## src/rtl/core_ctrl_fsm.sv

```systemverilog
// core_ctrl_fsm -- multi-cycle sequencer for the RV32I core.
//
// The sequencer runs one instruction at a time through FETCH, DECODE, EXEC,
// MEM, WB and TRAP. It takes the decoder's fields and strobes and drives the
// IR, PC, register-file and memory-bus enables. It also raises traps for the
// CSR unit.
//
// Optional build macro: CTRL_MISALIGN_TRAP_EN
//   When this macro is defined, EXEC checks load/store alignment using
//   func3[1:0] and mem_addr_lo. Misaligned accesses trap with cause 4 (load)
//   or 6 (store).
//
// Parameters:
//   MAX_WAIT  bus cycles allowed without an ack before an access-fault trap
//             (0 = never time out)
//   CNT_W     wait counter width, 2**CNT_W > MAX_WAIT
//
// Ports:
//   clk, rst                  clock, asynchronous active-high reset
//   opcode, func3             decoded inst[6:2] and func3
//   ecall/ebreak/mret/invalid decoder strobes
//   br_taken, mem_addr_lo     ALU results, valid in EXEC
//   imem_ack, dmem_ack        bus completions
//   imem_req, dmem_req, dmem_we     bus requests
//   ir_we, pc_we, pc_sel, rf_we     datapath enables (pc_sel: 0 PC+4, 1 target, 2 mtvec, 3 mepc)
//   trap, trap_cause          one-cycle trap pulse, registered mcause code
//   state                     current state, for debug
module core_ctrl_fsm #(
  parameter int unsigned MAX_WAIT = 8,
  parameter int unsigned CNT_W    = 8
) (
  input  logic       clk,
  input  logic       rst,
  input  logic [4:0] opcode,
  input  logic [2:0] func3,
  input  logic       ecall,
  input  logic       ebreak,
  input  logic       mret,
  input  logic       invalid,
  input  logic       br_taken,
  input  logic [1:0] mem_addr_lo,
  input  logic       imem_ack,
  input  logic       dmem_ack,
  output logic       imem_req,
  output logic       dmem_req,
  output logic       dmem_we,
  output logic       ir_we,
  output logic       pc_we,
  output logic [1:0] pc_sel,
  output logic       rf_we,
  output logic       trap,
  output logic [3:0] trap_cause,
  output logic [2:0] state
);

  typedef enum logic [2:0] {
    S_FETCH  = 3'd0,
    S_DECODE = 3'd1,
    S_EXEC   = 3'd2,
    S_MEM    = 3'd3,
    S_WB     = 3'd4,
    S_TRAP   = 3'd5
  } state_t;

  localparam logic [4:0] OP_LOAD   = 5'b00000;
  localparam logic [4:0] OP_STORE  = 5'b01000;
  localparam logic [4:0] OP_BRANCH = 5'b11000;
  localparam logic [4:0] OP_JAL    = 5'b11011;
  localparam logic [4:0] OP_JALR   = 5'b11001;
  localparam logic [4:0] OP_FENCE  = 5'b00011;

  localparam logic [CNT_W-1:0] WAIT_LAST = CNT_W'((MAX_WAIT == 0) ? 0 : MAX_WAIT - 1);
  localparam logic [CNT_W-1:0] WAIT_SAT  = '1;

  state_t           state_q, state_d;
  logic [3:0]       cause_q, cause_d;
  logic [CNT_W-1:0] wait_q,  wait_d;
  logic             timeout;
  logic             is_store;
  logic             misalign;

  assign is_store = (opcode == OP_STORE);
  // The last waiting cycle is treated as a timeout only when no ack arrives on it.
  assign timeout  = (MAX_WAIT != 0) && (wait_q == WAIT_LAST);

`ifdef CTRL_MISALIGN_TRAP_EN
  logic unused_f3;
  assign unused_f3 = func3[2];
  // A half access needs addr[0]==0. A word access needs addr[1:0]==00. Bytes always pass.
  assign misalign  = ((func3[1:0] == 2'b01) && mem_addr_lo[0]) ||
                     ((func3[1:0] == 2'b10) && (mem_addr_lo != 2'b00));
`else
  logic unused_align;
  assign unused_align = ^{func3, mem_addr_lo};
  assign misalign     = 1'b0;
`endif

  // State register
  always_ff @(posedge clk or posedge rst) begin
    if (rst) begin
      state_q <= S_FETCH;
      cause_q <= 4'd0;
      wait_q  <= '0;
    end else begin
      state_q <= state_d;
      cause_q <= cause_d;
      wait_q  <= wait_d;
    end
  end

  // Next-state logic
  always_comb begin
    state_d = state_q;
    cause_d = cause_q;
    case (state_q)
      S_FETCH: begin
        if (imem_ack) begin
          state_d = S_DECODE;
        end else if (timeout) begin
          state_d = S_TRAP;
          cause_d = 4'd1;
        end
      end
      S_DECODE: begin
        if (invalid) begin
          state_d = S_TRAP;
          cause_d = 4'd2;
        end else if (ecall) begin
          state_d = S_TRAP;
          cause_d = 4'd11;
        end else if (ebreak) begin
          state_d = S_TRAP;
          cause_d = 4'd3;
        end else if (mret) begin
          state_d = S_FETCH;
        end else begin
          state_d = S_EXEC;
        end
      end
      S_EXEC: begin
        case (opcode)
          OP_LOAD, OP_STORE: begin
            if (misalign) begin
              state_d = S_TRAP;
              cause_d = is_store ? 4'd6 : 4'd4;
            end else begin
              state_d = S_MEM;
            end
          end
          OP_BRANCH, OP_JAL, OP_JALR, OP_FENCE: state_d = S_FETCH;
          default:                              state_d = S_WB;
        endcase
      end
      S_MEM: begin
        if (dmem_ack) begin
          state_d = is_store ? S_FETCH : S_WB;
        end else if (timeout) begin
          state_d = S_TRAP;
          cause_d = is_store ? 4'd7 : 4'd5;
        end
      end
      default: state_d = S_FETCH;
    endcase

    // The wait counter counts only while a request stays pending in the same state.
    if ((state_d != state_q) || imem_ack || dmem_ack) begin
      wait_d = '0;
    end else if (((state_q == S_FETCH) || (state_q == S_MEM)) && (wait_q != WAIT_SAT)) begin
      wait_d = wait_q + 1'b1;
    end else begin
      wait_d = wait_q;
    end
  end

  // Output logic. Reset forces every strobe low, even in the middle of a request.
  always_comb begin
    imem_req = 1'b0;
    dmem_req = 1'b0;
    dmem_we  = 1'b0;
    ir_we    = 1'b0;
    pc_we    = 1'b0;
    pc_sel   = 2'd0;
    rf_we    = 1'b0;
    trap     = 1'b0;
    if (!rst) begin
      case (state_q)
        S_FETCH: begin
          imem_req = 1'b1;
          ir_we    = imem_ack;
        end
        S_DECODE: begin
          if (!invalid && !ecall && !ebreak && mret) begin
            pc_we  = 1'b1;
            pc_sel = 2'd3;
          end
        end
        S_EXEC: begin
          case (opcode)
            OP_BRANCH: begin
              pc_we  = 1'b1;
              pc_sel = br_taken ? 2'd1 : 2'd0;
            end
            OP_JAL, OP_JALR: begin
              rf_we  = 1'b1;
              pc_we  = 1'b1;
              pc_sel = 2'd1;
            end
            OP_FENCE: pc_we = 1'b1;
            default: ;
          endcase
        end
        S_MEM: begin
          dmem_req = 1'b1;
          dmem_we  = is_store;
          pc_we    = dmem_ack && is_store;
        end
        S_WB: begin
          rf_we = 1'b1;
          pc_we = 1'b1;
        end
        S_TRAP: begin
          trap   = 1'b1;
          pc_we  = 1'b1;
          pc_sel = 2'd2;
        end
        default: ;
      endcase
    end
  end

  assign trap_cause = cause_q;
  assign state      = state_q;

endmodule

```

## config.mk

```make
export PLATFORM = sky130hd
export DESIGN_NAME = core_ctrl_fsm
export DESIGN_NICKNAME = d
export VERILOG_FILES = /design/src/rtl/core_ctrl_fsm.sv
export SDC_FILE = /design/constraint.sdc
export NUM_CORES = 1
export LEC_CHECK = 0
export ABC_AREA = 0
export BUFFER_PORTS_ARGS = -buffer_cell sky130_fd_sc_hd__buf_4
export CORE_ASPECT_RATIO = 1.25
export CORE_MARGIN = 1.5
export CORE_UTILIZATION = 40
export CTS_BUF_LIST = sky130_fd_sc_hd__clkbuf_8 sky130_fd_sc_hd__clkbuf_16
export CTS_CLUSTER_SIZE = 16
export DETAILED_ROUTE_END_ITERATION = 7
export PLACE_DENSITY_LB_ADDON = 0.2
export SYNTH_ARGS = -nofsm -noshare
export SYNTH_HDL_FRONTEND = slang
export SYNTH_SLANG_ARGS = --single-unit
export TNS_END_PERCENT = 1
```

## constraint.sdc

```tcl
create_clock -name clk -period 2.2 [get_ports clk]
set_clock_uncertainty 0.05 [all_clocks]
set_input_delay 0.11 -clock clk [delete_from_list [all_inputs] [get_ports clk]]
set_output_delay 0.11 -clock clk [all_outputs]
set_load 0.005 [all_outputs]
```

Yosys cells after proc, flatten, opt, wreduce, memory -nomap -nowiden --
Cells that the tools add are included.
Operators by class: reduce and logical (&&, ||, !) cells 20, multiplexer cells 43, eq/ne operators 18, add/sub/neg operators 1
Operators with widths (count):
- $mux W4 | 7
- $mux W3 | 7
- $mux W1 | 16
- $mux W8 | 2
- $eq A5 B5 Y1 const B | 3
- $pmux W3 S4 | 1
- $pmux W4 S3 | 1
- $add A8 B1 Y8 const B | 1
- $eq A8 B3 Y1 const B | 1
- $mux W2 | 4
- $ne A2 B2 Y1 const B | 4
- $ne A8 B8 Y1 const B | 1
- $eq A3 B2 Y1 const B | 2
- $eq A3 B3 Y1 const B | 2
- $pmux W2 S3 | 1
- $pmux W3 S2 | 1
- $reduce_and A6 Y1 | 1
- $reduce_or A2 Y1 | 3
- $eq A5 B2 Y1 const B | 1
- $eq A5 B4 Y1 const B | 1
- $logic_and A1 B1 Y1 | 5
- $logic_not A5 Y1 | 1
- $ne A4 B4 Y1 const B | 1
- $pmux W1 S2 | 2
- other kinds (9) | 13
Storage, ports and cells: logic and storage cells 85, input port bits 19, register bits after elaboration 15, output and inout bits 16

Longest topological paths before layout --
Gate-level depths: netlist of the first run.
depth after elaboration 9, depth in mapped cells 6

Worst setup path before layout of the first run --
Ideal clock, no wire load.
path kind reg-to-reg, start point register wait_q[0], end point register wait_q[5], path buffers 0, data arrival time 1.584 ns, stages on the path, launching flop included 7, slack 0.485 ns, cells stage by stage dfrtp_1 > ha_1 > nand4bb_1 > and4b_1 > a211oi_2 > nand4_4 > nor3_2
Between the ends: word-level cells in the longest chain between the ends 8, elaborated cells between the ends (all ways) 14
Ends and longest elaborated chain:
- from (decl) | RTL line 77 | logic [CNT_W-1:0] wait_q, wait_d;
- from (signal assigned) | RTL line 107 | wait_q <= wait_d;
- $eq A8 B3 Y1 | RTL line 84 | assign timeout = (MAX_WAIT != 0) && (wait_q == WAIT_LAST);
- $mux W3 | RTL line 119, 157
- $mux W3, on equally long branches | RTL line 155, 117
- $pmux W3 S4 | RTL line 115 | case (state_q)
- $ne A3 B3 Y1 | RTL line 166 | if ((state_d != state_q) || imem_ack || dmem_ack) begin
- $logic_or A1 B1 Y1 (2 in series) | RTL line 166
- $mux W8 / $reduce_bool A2 Y1 (equally long branches)
Parallel ways exist; a longest one is shown, timed or not. The select of a mux whose other input is x is not followed. A chain may end at the register's enable or synchronous reset.

Worst setup path in the final report of the first run --
start point register state_q[2], in the netlist state[2], end point output port pc_we
Between the ends: word-level cells in the longest chain between the ends 4, elaborated cells between the ends (all ways) 8
Ends and longest elaborated chain:
- from (decl) | RTL line 75 | state_t state_q, state_d;
- from (signal assigned) | RTL line 105 | state_q <= state_d;
- $eq A3 B3 Y1 | RTL line 186 | case (state_q)
- $reduce_or A2 Y1 (no line)
- $pmux W1 S4 * | RTL line 186
- $mux W1 * | RTL line 185 | if (!rst) begin
- to (decl) | RTL line 48 | output logic pc_we,
Mark *: on every way between the ends. The rest lies on a longest branch, timed or not.

==> results.yml, run 1 <==
global_route:
  track_usage: 0.187
  use_met1: 0.231
  first_global_vias: 1102
  grtUsageMet2: 0.330
  grt-busiest-layer: "met2"
  grt_max_degree: 16
  grtUsageMet3: 0.0234
  antenna_found_initial: 0
  grt_pass1_wl_um: 4880
  grt.overflow.total: 0
worst_setup_path:
  end_kind: "output pin"
  worstPathArrival_ps: 1900
  regToRegSetupSlack_ps: 320
  path_class: "register to output pin"
  cp.required_ps: 2040
  path_max_fanout: 9
  worst_setup_path_start_kind: "register"
yosys:
  postSynthAreaPerCell_um2: 8.67
  yosys.area_share.simple: 0.350
  yosys.area_share.adder: 0.0105
  synth_area_um2: 1190
  ys_types: 55
  synthMuxAreaShare: 0.0548
  synthFlopType: "dfrtp_1"
  yosysWarnings: 0
  synth_compound_area_frac: 0.198
  synth_xor_area_frac: 0.0148
  synth_top_family_by_area: "simple AND/OR/NAND/NOR gates"
  syn_inst: 137
  async_flop_share: 1.00
  syn_nets: 157
  synth-seq-cells: 15
  ys_seq_area_frac: 0.316
  synth_edf_count: 0
floorplan:
  die_h_um: 63.9
  rows: 21
  ios: 35
  die_w_um: 51.7
  die-area_um2: 3310
  start_util: 0.430
  core-area_um2: 2760
pwr:
  p_leak_nw: 0.673
  powerDensity_nw_per_um2: 755
  p_total_mw: 1.14
  peakVddDrop_mv: 0.452
timing:
  worst_slew_pin_slew_ps: 560
  clock.fmax_mhz: 486
  relSlewSlack: 0.626
  tns_ps: 0
  setup_violations: 0
  fin_crit_sh: 0.935
  maxSlewViolCount: 0
  hold_ws_ps: 30.3
  timing.final.hold_violations: 0
  grt_setup_unrepaired: "false"
  min_period_ps: 2060
clock_tree:
  cts_root_buffer: "clkbuf_8"
  cts_tree: "built"
  clk_latency_ps: 240
  cts-buffers-inserted: 3
  clock_path_buffers: 2
  post_cts_buffers: 0
  clkSlewWorstSetupHoldPaths_ps: 60
  ctsHtreeMaxLevel: 1
  cts_sinks: 15
layout:
  nNetsFinal: 191
  fillers: 262
  final_area_um2: 1510
  diodes: 0
  fin_util: 0.547
  drive_above_1_share: 0.300
  syn2layout_area_growth_pct: 27.1
routing:
  wl_um: 2920
  ant_nets: 0
  drt_iter0_markers: 31
  vias: 1185
  drt-wirelength-per-cell_um: 14.3
  drc_errors: 0
  firstDrtPassIters: 4
  viasPerCell: 5.81
hold_path:
  hp-class: "input port to register"
status:
  status: "finished clean"
placement:
  io_buffers: 29
  placed_cell_area_um2: 1450
  hpwl_um: 2240
  routabilityCongestion: 0.867
flow_run:
  cap_viol_max_count: 0
-- flip-flops by register name, indices dropped and copies added, names as in the netlist --
signal	count
state	3
trap_cause	4
wait_q	8
-- final timing paths --
path / startpoint / end / cells after the start
worst max register to register: wait_q[0] / wait_q[5] / 6
max in group asynchronous: rst / state[0] / 3
min in group asynchronous: rst / state[1] / 3
worst min-delay path: invalid / trap_cause[0] / 2
worst min register to register: trap_cause[3] / trap_cause[3] / 1
worst max-delay path: state[2] / pc_we / 6
-- placed cells by master, fill, tap and decap left out, drive strengths merged, types with 4 or more instances in the layout --
cell type  Yosys  final
buf            4     34
nor2          18     18
dfrtp         15     15
nor3          11     11
nand2          9      9
inv            8      9
mux2i          5      5
and3           5      5
o21ai          5      5
nand2b         4      4
nand3          4      4
-- synth_stat cells, types with 2 or more instances --
cell type,n,share of area
o21ai_0,4,0.017
inv_1,8,0.025
a221o_1,2,0.017
dfrtp_1,15,0.32
nor2_1,18,0.057
nor3_1,10,0.042
nand2_1,9,0.028
a211oi_2,2,0.021
nand2b_1,4,0.021
nand3_1,4,0.017
nor2b_1,2,0.011
a22oi_1,2,0.013
and2b_1,3,0.019
mux2i_1,5,0.042
a21oi_1,2,0.0084
and3_1,5,0.026
or3_1,2,0.011
clkbuf_1,2,0.0063
buf_2,2,0.0084
-- repair_timing --
action                                  in CTS  in global routing
endpoints found under the hold margin       15                  0
gates resized for setup                      0                  3
hold buffers                                 1                  0
endpoints found under the setup margin       0                  2
-- layout make-up --
type | count | area, um^2 | share of cell area
clock buffers | 3 | 41.3 | 0.0274
well taps | 34 | 42.5 | 0.0282
clock inverters | 1 | 3.75 | 0.00249
repair buffers | 35 | 265 | 0.176
multi-input cells | 108 | 748 | 0.496
inverters | 8 | 30.0 | 0.0199
flip-flops and latches | 15 | 378 | 0.250
-- logic make-up after synthesis --
logic type                 count (synthesis)
xor gates and xnor gates                   2
adders and majority gates                  1
AOI/OAI and AO/OA                         28
buffers and inverters                     14
muxes                                      6
and+or+nand+nor                           71
DFF                                       15
-- routing by layer --
metal  wire length [um]  part of all wire
met1               1310              0.45
met3                109             0.037
met5                  0                 0
met2               1480              0.51
met4                 25            0.0086
-- metrics by stage --
step	setup WS, ps	cells
3_3_place_gp	344	199
2_1_floorplan	485	137
3_5_place_dp	305	199
4_1_cts	36.8	204
5_1_grt	15.1	204
6_report	143	204
-- critical path, cell delays in order (launching register included) --
cell and delay (ps):
dfrtp_2 470, buf_4 180, nor2_1 190, nand3_1 200
a2111oi_2 350, a221o_1 160, buf_4 100
-- power by group --
part | switching, mW | internal (mW) | total, mW
combinational | 0.282 | 0.259 | 0.541
sequential | 0.0641 | 0.318 | 0.382
clock | 0.0915 | 0.123 | 0.215
total | 0.438 | 0.701 | 1.14
No activity file was read; power rests on OpenSTA's default activity.
==> run 2: changes to the inputs <==
CORE_UTILIZATION = 51   (was 40)
CTS_CLUSTER_SIZE = 24   (was 16)
==> run 2 against run 1 <==
Net effect:
- maximum frequency shrank 1.1%
- non-clock buffer count fell by 3
- critical path type unchanged
- critical path depth stayed put
- sequential share of layout area rose by 0.36 points
- via count rose by 0.76%
- die area fell by 21%
- sequential power up 2%
- sequential cell count is the same
- combinational power down 4.4%
- first-iteration DRC count grew 19%
- design area shrank 1.4%
==> results.yml, run 2 (synthesis gave the netlist of run 1 again) <==
status:
  status: "finished clean"
clock_tree:
  post_cts_buffers: 0
  clk_latency_ps: 250
  cts_tree: "built"
  clkSlewWorstSetupHoldPaths_ps: 60
  cts_root_buffer: "clkbuf_8"
  cts-buffers-inserted: 3
  cts_sinks: 15
  ctsHtreeMaxLevel: 1
  clock_path_buffers: 2
global_route:
  grt_pass1_wl_um: 4970
  grt.overflow.total: 0
  first_global_vias: 1155
  grt_max_degree: 16
  antenna_found_initial: 0
  track_usage: 0.255
floorplan:
  ios: 35
  core-area_um2: 2210
  rows: 19
  die_w_um: 46.2
  die_h_um: 56.9
  die-area_um2: 2630
  start_util: 0.537
timing:
  timing.final.hold_violations: 0
  grt_setup_unrepaired: "true"
  tns_ps: 0
  relSlewSlack: 0.607
  setup_violations: 0
  min_period_ps: 2080
  worst_slew_pin_slew_ps: 589
  clock.fmax_mhz: 481
  layout_setup_ws_ps: 121
  maxSlewViolCount: 0
  fin_crit_sh: 0.945
layout:
  fillers: 192
  fin_util: 0.673
  layout_common_cells: "buf_4, nor2_1, dfrtp_1"
  top_register: "wait_q"
  diodes: 0
  largest_reg_flops: 8
  nNetsFinal: 188
  syn2layout_area_growth_pct: 25.3
  drive_above_1_share: 0.299
  fin_cells: 198
  final_common_cell: "buf_4"
hold_path:
  hold_start: "invalid"
  hp-class: "input port to register"
  holdPathStages: 2
  min_to: "trap_cause[0]"
worst_setup_path:
  worst_setup_path_start_kind: "register"
  regToRegSetupSlack_ps: 280
  regToRegStartpoint: "wait_q[0]"
  cpPeakStageDelay_ps: 490
  path_class: "register to output pin"
  cp.required_ps: 2040
  worstRegToRegCells: 6
  cpMaxStageDelayCell: "dfrtp_2"
  worstPathArrival_ps: 1920
  worstReg2RegEnd: "wait_q[5]"
  crit_chain: "or2_1 -> nor2_2 -> and3_1 -> o21ai_0 -> a221oi_1 -> buf_4"
  path_max_fanout: 13
  end_kind: "output pin"
placement:
  dp_slack_ps: 268
  hpwl_um: 2280
  routabilityCongestion: 0.861
  dpl.cell_count: 193
  io_buffers: 29
routing:
  wl_um: 3070
  drt-wirelength-per-cell_um: 15.5
  vias: 1194
  ant_nets: 0
  drt_iter0_markers: 37
  drc_errors: 0
  viasPerCell: 6.03
  firstDrtPassIters: 4
flow_run:
  cap_viol_max_count: 0
pwr:
  powerDensity_nw_per_um2: 753
  p_total_mw: 1.12
  peakVddDrop_mv: 0.578
  p_leak_nw: 0.658
[run 2: cell types whose count changed in the layout (fill, tap and decap cells not counted)]
cell      before  now
nand2b_1       4    3
buf_4         34   31
nor2_2         1    2
nor2_1        17   16
nand2b_2       0    1
[run 2: routing by layer]
| layer | global-route usage | wire [um] |
|---|---|---|
| met1 | 0.299 | 1240 |
| met2 | 0.452 | 1680 |
| met3 | 0.0190 | 98 |
| met4 | 0.110 | 50 |
| met5 | 0 | 0 |
[run 2: worst max-delay path, delay by kind of cell, from the launching register on]
| family | cells | cell delay (ps) |
|---|---|---|
| AO/OA/AOI/OAI | 2 | 370 |
| buffers and inverters | 1 | 170 |
| flip-flops | 1 | 490 |
| AND/OR/NAND/NOR | 3 | 650 |
[run 2: area by class of cell]
| cell class | count | area, um^2 | share of cell area |
|---|---|---|---|
| inverter | 8 | 30.0 | 0.0202 |
| multi-input combinational | 108 | 753 | 0.506 |
| clock inverter | 1 | 3.75 | 0.00252 |
| sequential | 15 | 378 | 0.254 |
| timing repair buffer | 32 | 243 | 0.163 |
| clock buffer | 3 | 41.3 | 0.0278 |
| tap | 31 | 38.8 | 0.0261 |
[run 2: metrics by stage]
step	area (um^2)	hold slack [ps]
6_report	1490	43.1
5_1_grt	1490	50.3
4_1_cts	1480	38.3
3_5_place_dp	1420	200
3_3_place_gp	1420	190
2_1_floorplan	1190	167
[run 2: power by group]
group          switching, mW  internal, mW  leakage [nW]
Sequential            0.0712         0.318         0.195
Combinational          0.276         0.241         0.436
Clock                 0.0896         0.123        0.0269
[run 2: worst max-delay path by stage]
stage	cells after the start	to	startpoint
final	6	pc_sel[0]	state[2]
after CTS	6	pc_sel[0]	state[2]
after global placement	6	pc_we	state[0]
after detailed placement	6	pc_sel[0]	state[2]
after floorplan	6	wait_q[5]	wait_q[0]
after global routing	6	pc_sel[0]	state[2]
[run 2: timing repair]
action | 4_1_cts | 5_1_grt
endpoints found under the setup margin | 1 | 2
hold endpoints to repair | 15 | 0
pin swaps | 0 | 1
hold buffers | 1 | 0
gates resized for setup | 1 | 4
==> run 3: changes to the inputs <==
==> constraint.sdc (replaced) <==
create_clock -name clk -period 2.2 [get_ports clk]
set_clock_uncertainty 0.05 [all_clocks]
set_input_delay 0.11 -clock clk [delete_from_list [all_inputs] [get_ports clk]]
set_output_delay 0.11 -clock clk [all_outputs]
set_load 0.05 [all_outputs]
==> run 3 against run 2 <==
Net effect:
- sequential share of layout area down 1.3 points
- hold slack worse by 14 ps
- largest power group unchanged
- utilization up 3.4 points
- critical path depth down 1
- combinational power up 59%
- highest routed layer unchanged
- count of clock-buffer cells in the layout unchanged
- wire length up 0.39%
- critical endpoint is now pc_we
- die area unchanged
- register-to-register slack better by 30 ps
==> results.yml, run 3 (synthesis gave the netlist of run 1 again) <==
status:
  status: "finished clean"
global_route:
  track_usage: 0.249
  first_global_vias: 1140
  grt.overflow.total: 0
  grt_max_degree: 18
  grt_pass1_wl_um: 4800
  antenna_found_initial: 0
layout:
  top_register: "wait_q"
  layout_common_cells: "buf_4, nor2_1, dfrtp_1"
  drive_above_1_share: 0.329
  nNetsFinal: 191
  syn2layout_area_growth_pct: 31.6
  largest_reg_flops: 8
  final_common_cell: "buf_4"
  diodes: 0
timing:
  relSlewSlack: 0.611
  setup_violations: 0
  fin_crit_sh: 0.973
  min_period_ps: 2140
  timing.final.hold_violations: 0
  clock.fmax_mhz: 467
  worst_slew_pin_slew_ps: 583
  layout_setup_ws_ps: 60.4
  grt_setup_unrepaired: "false"
  maxSlewViolCount: 0
worst_setup_path:
  crit_end: "pc_we"
  cp.required_ps: 2040
  worst_setup_path_start_kind: "register"
  crit_cells: 5
  worstReg2RegEnd: "wait_q[5]"
  worstPathArrival_ps: 1980
  path_class: "register to output pin"
  regToRegSetupSlack_ps: 310
  crit_buf_inv: 2
  cp_top_family: "compound AO/OA/AOI/OAI gates"
  crit_path_start: "state[0]"
  crit_chain: "buf_4 -> or3_1 -> a2111oi_2 -> a221o_1 -> buf_6"
  regToRegStartpoint: "wait_q[0]"
  end_kind: "output pin"
  cpPeakStageDelay_ps: 450
  path_max_fanout: 7
  worstRegToRegCells: 6
  cpMaxStageDelayCell: "dfrtp_2"
routing:
  ant_nets: 0
  viasPerCell: 5.81
  vias: 1168
  firstDrtPassIters: 4
  drc_errors: 0
  drt_iter0_markers: 23
  wl_um: 3080
  drt-wirelength-per-cell_um: 15.3
clock_tree:
  clk_latency_ps: 250
  clkSlewWorstSetupHoldPaths_ps: 60
  cts_sinks: 15
  ctsHtreeMaxLevel: 1
  cts_root_buffer: "clkbuf_8"
  cts_tree: "built"
  cts-buffers-inserted: 3
  clock_path_buffers: 2
floorplan:
  die_h_um: 56.9
  start_util: 0.537
  core-area_um2: 2210
  die_w_um: 46.2
  rows: 19
  ios: 35
  die-area_um2: 2630
placement:
  dp_slack_ps: 236
  hpwl_um: 2400
  routabilityCongestion: 0.851
  io_buffers: 29
hold_path:
  hp-class: "input port to register"
pwr:
  p_leak_nw: 0.703
  powerDensity_nw_per_um2: 889
  peakVddDrop_mv: 0.787
  p_total_mw: 1.39
flow_run:
  cap_viol_max_count: 0
-- run 3: changes by cell type in the layout (fill, tap and decap cells not counted), sizes merged --
cell	before	now
buf	31	34
-- run 3: area by class of cell --
type	instances	area [um^2]
multi-input cells	108	800
fillers	181	648
flip-flops and latches	15	377
repair buffers	35	273
clock buffers	3	41.3
well taps	31	38.8
inverters	8	30.0
clock inverters	1	3.75
-- run 3: layer usage --
metal	up-vias	GRT usage	wire [um]
li1	577	-	-
met2	27	0.454	1700
met1	559	0.267	1230
met3	5	0.0411	99
met5	-	0	0
met4	0	0.106	53
-- run 3: repair_timing --
item | CTS | global route
setup endpoints to repair | 1 | 2
pin swaps | 0 | 0
hold endpoints to repair | 15 | 0
gates cloned | 0 | 0
buffers inserted | 0 | 0
hold buffers | 1 | 0
resized for setup | 1 | 6
-- run 3: power breakdown --
part | switching, mW | total, mW | internal [mW]
logic | 0.542 | 0.820 | 0.277
clock network | 0.0936 | 0.217 | 0.124
registers | 0.0349 | 0.352 | 0.317
total | 0.671 | 1.39 | 0.718
-- run 3: metrics by stage --
stage | TNS (ps) | instance area (um^2) | cells | utilization | hold WS, ps
CTS | 0 | 1540 | 201 | 0.697 | 26.5
finish | 0 | 1560 | 201 | 0.707 | 29.0
global placement | 0 | 1480 | 196 | 0.671 | 223
detailed placement | 0 | 1480 | 196 | 0.671 | 241
floorplan | -309 | 1230 | 137 | - | 168
global route | 0 | 1560 | 201 | 0.707 | 42.1
-- run 3: worst reg2reg max path: cells and delay by family (launching register included) --
kind,cells,cell delay (ps)
and+or+nand+nor,4,810
DFF,1,410
AOI/OAI and AO/OA,1,280
adders and majority gates,1,270
-- run 3: how the worst min path moves through the flow --
stage                       start       endpoint  depth (start not counted)
after detailed placement      rst  trap_cause[3]                          2
final                     invalid  trap_cause[0]                          2
after floorplan           invalid  trap_cause[0]                          1
after global routing      invalid  trap_cause[0]                          2
after global placement        rst  trap_cause[1]                          2
after CTS                 invalid  trap_cause[0]                          2
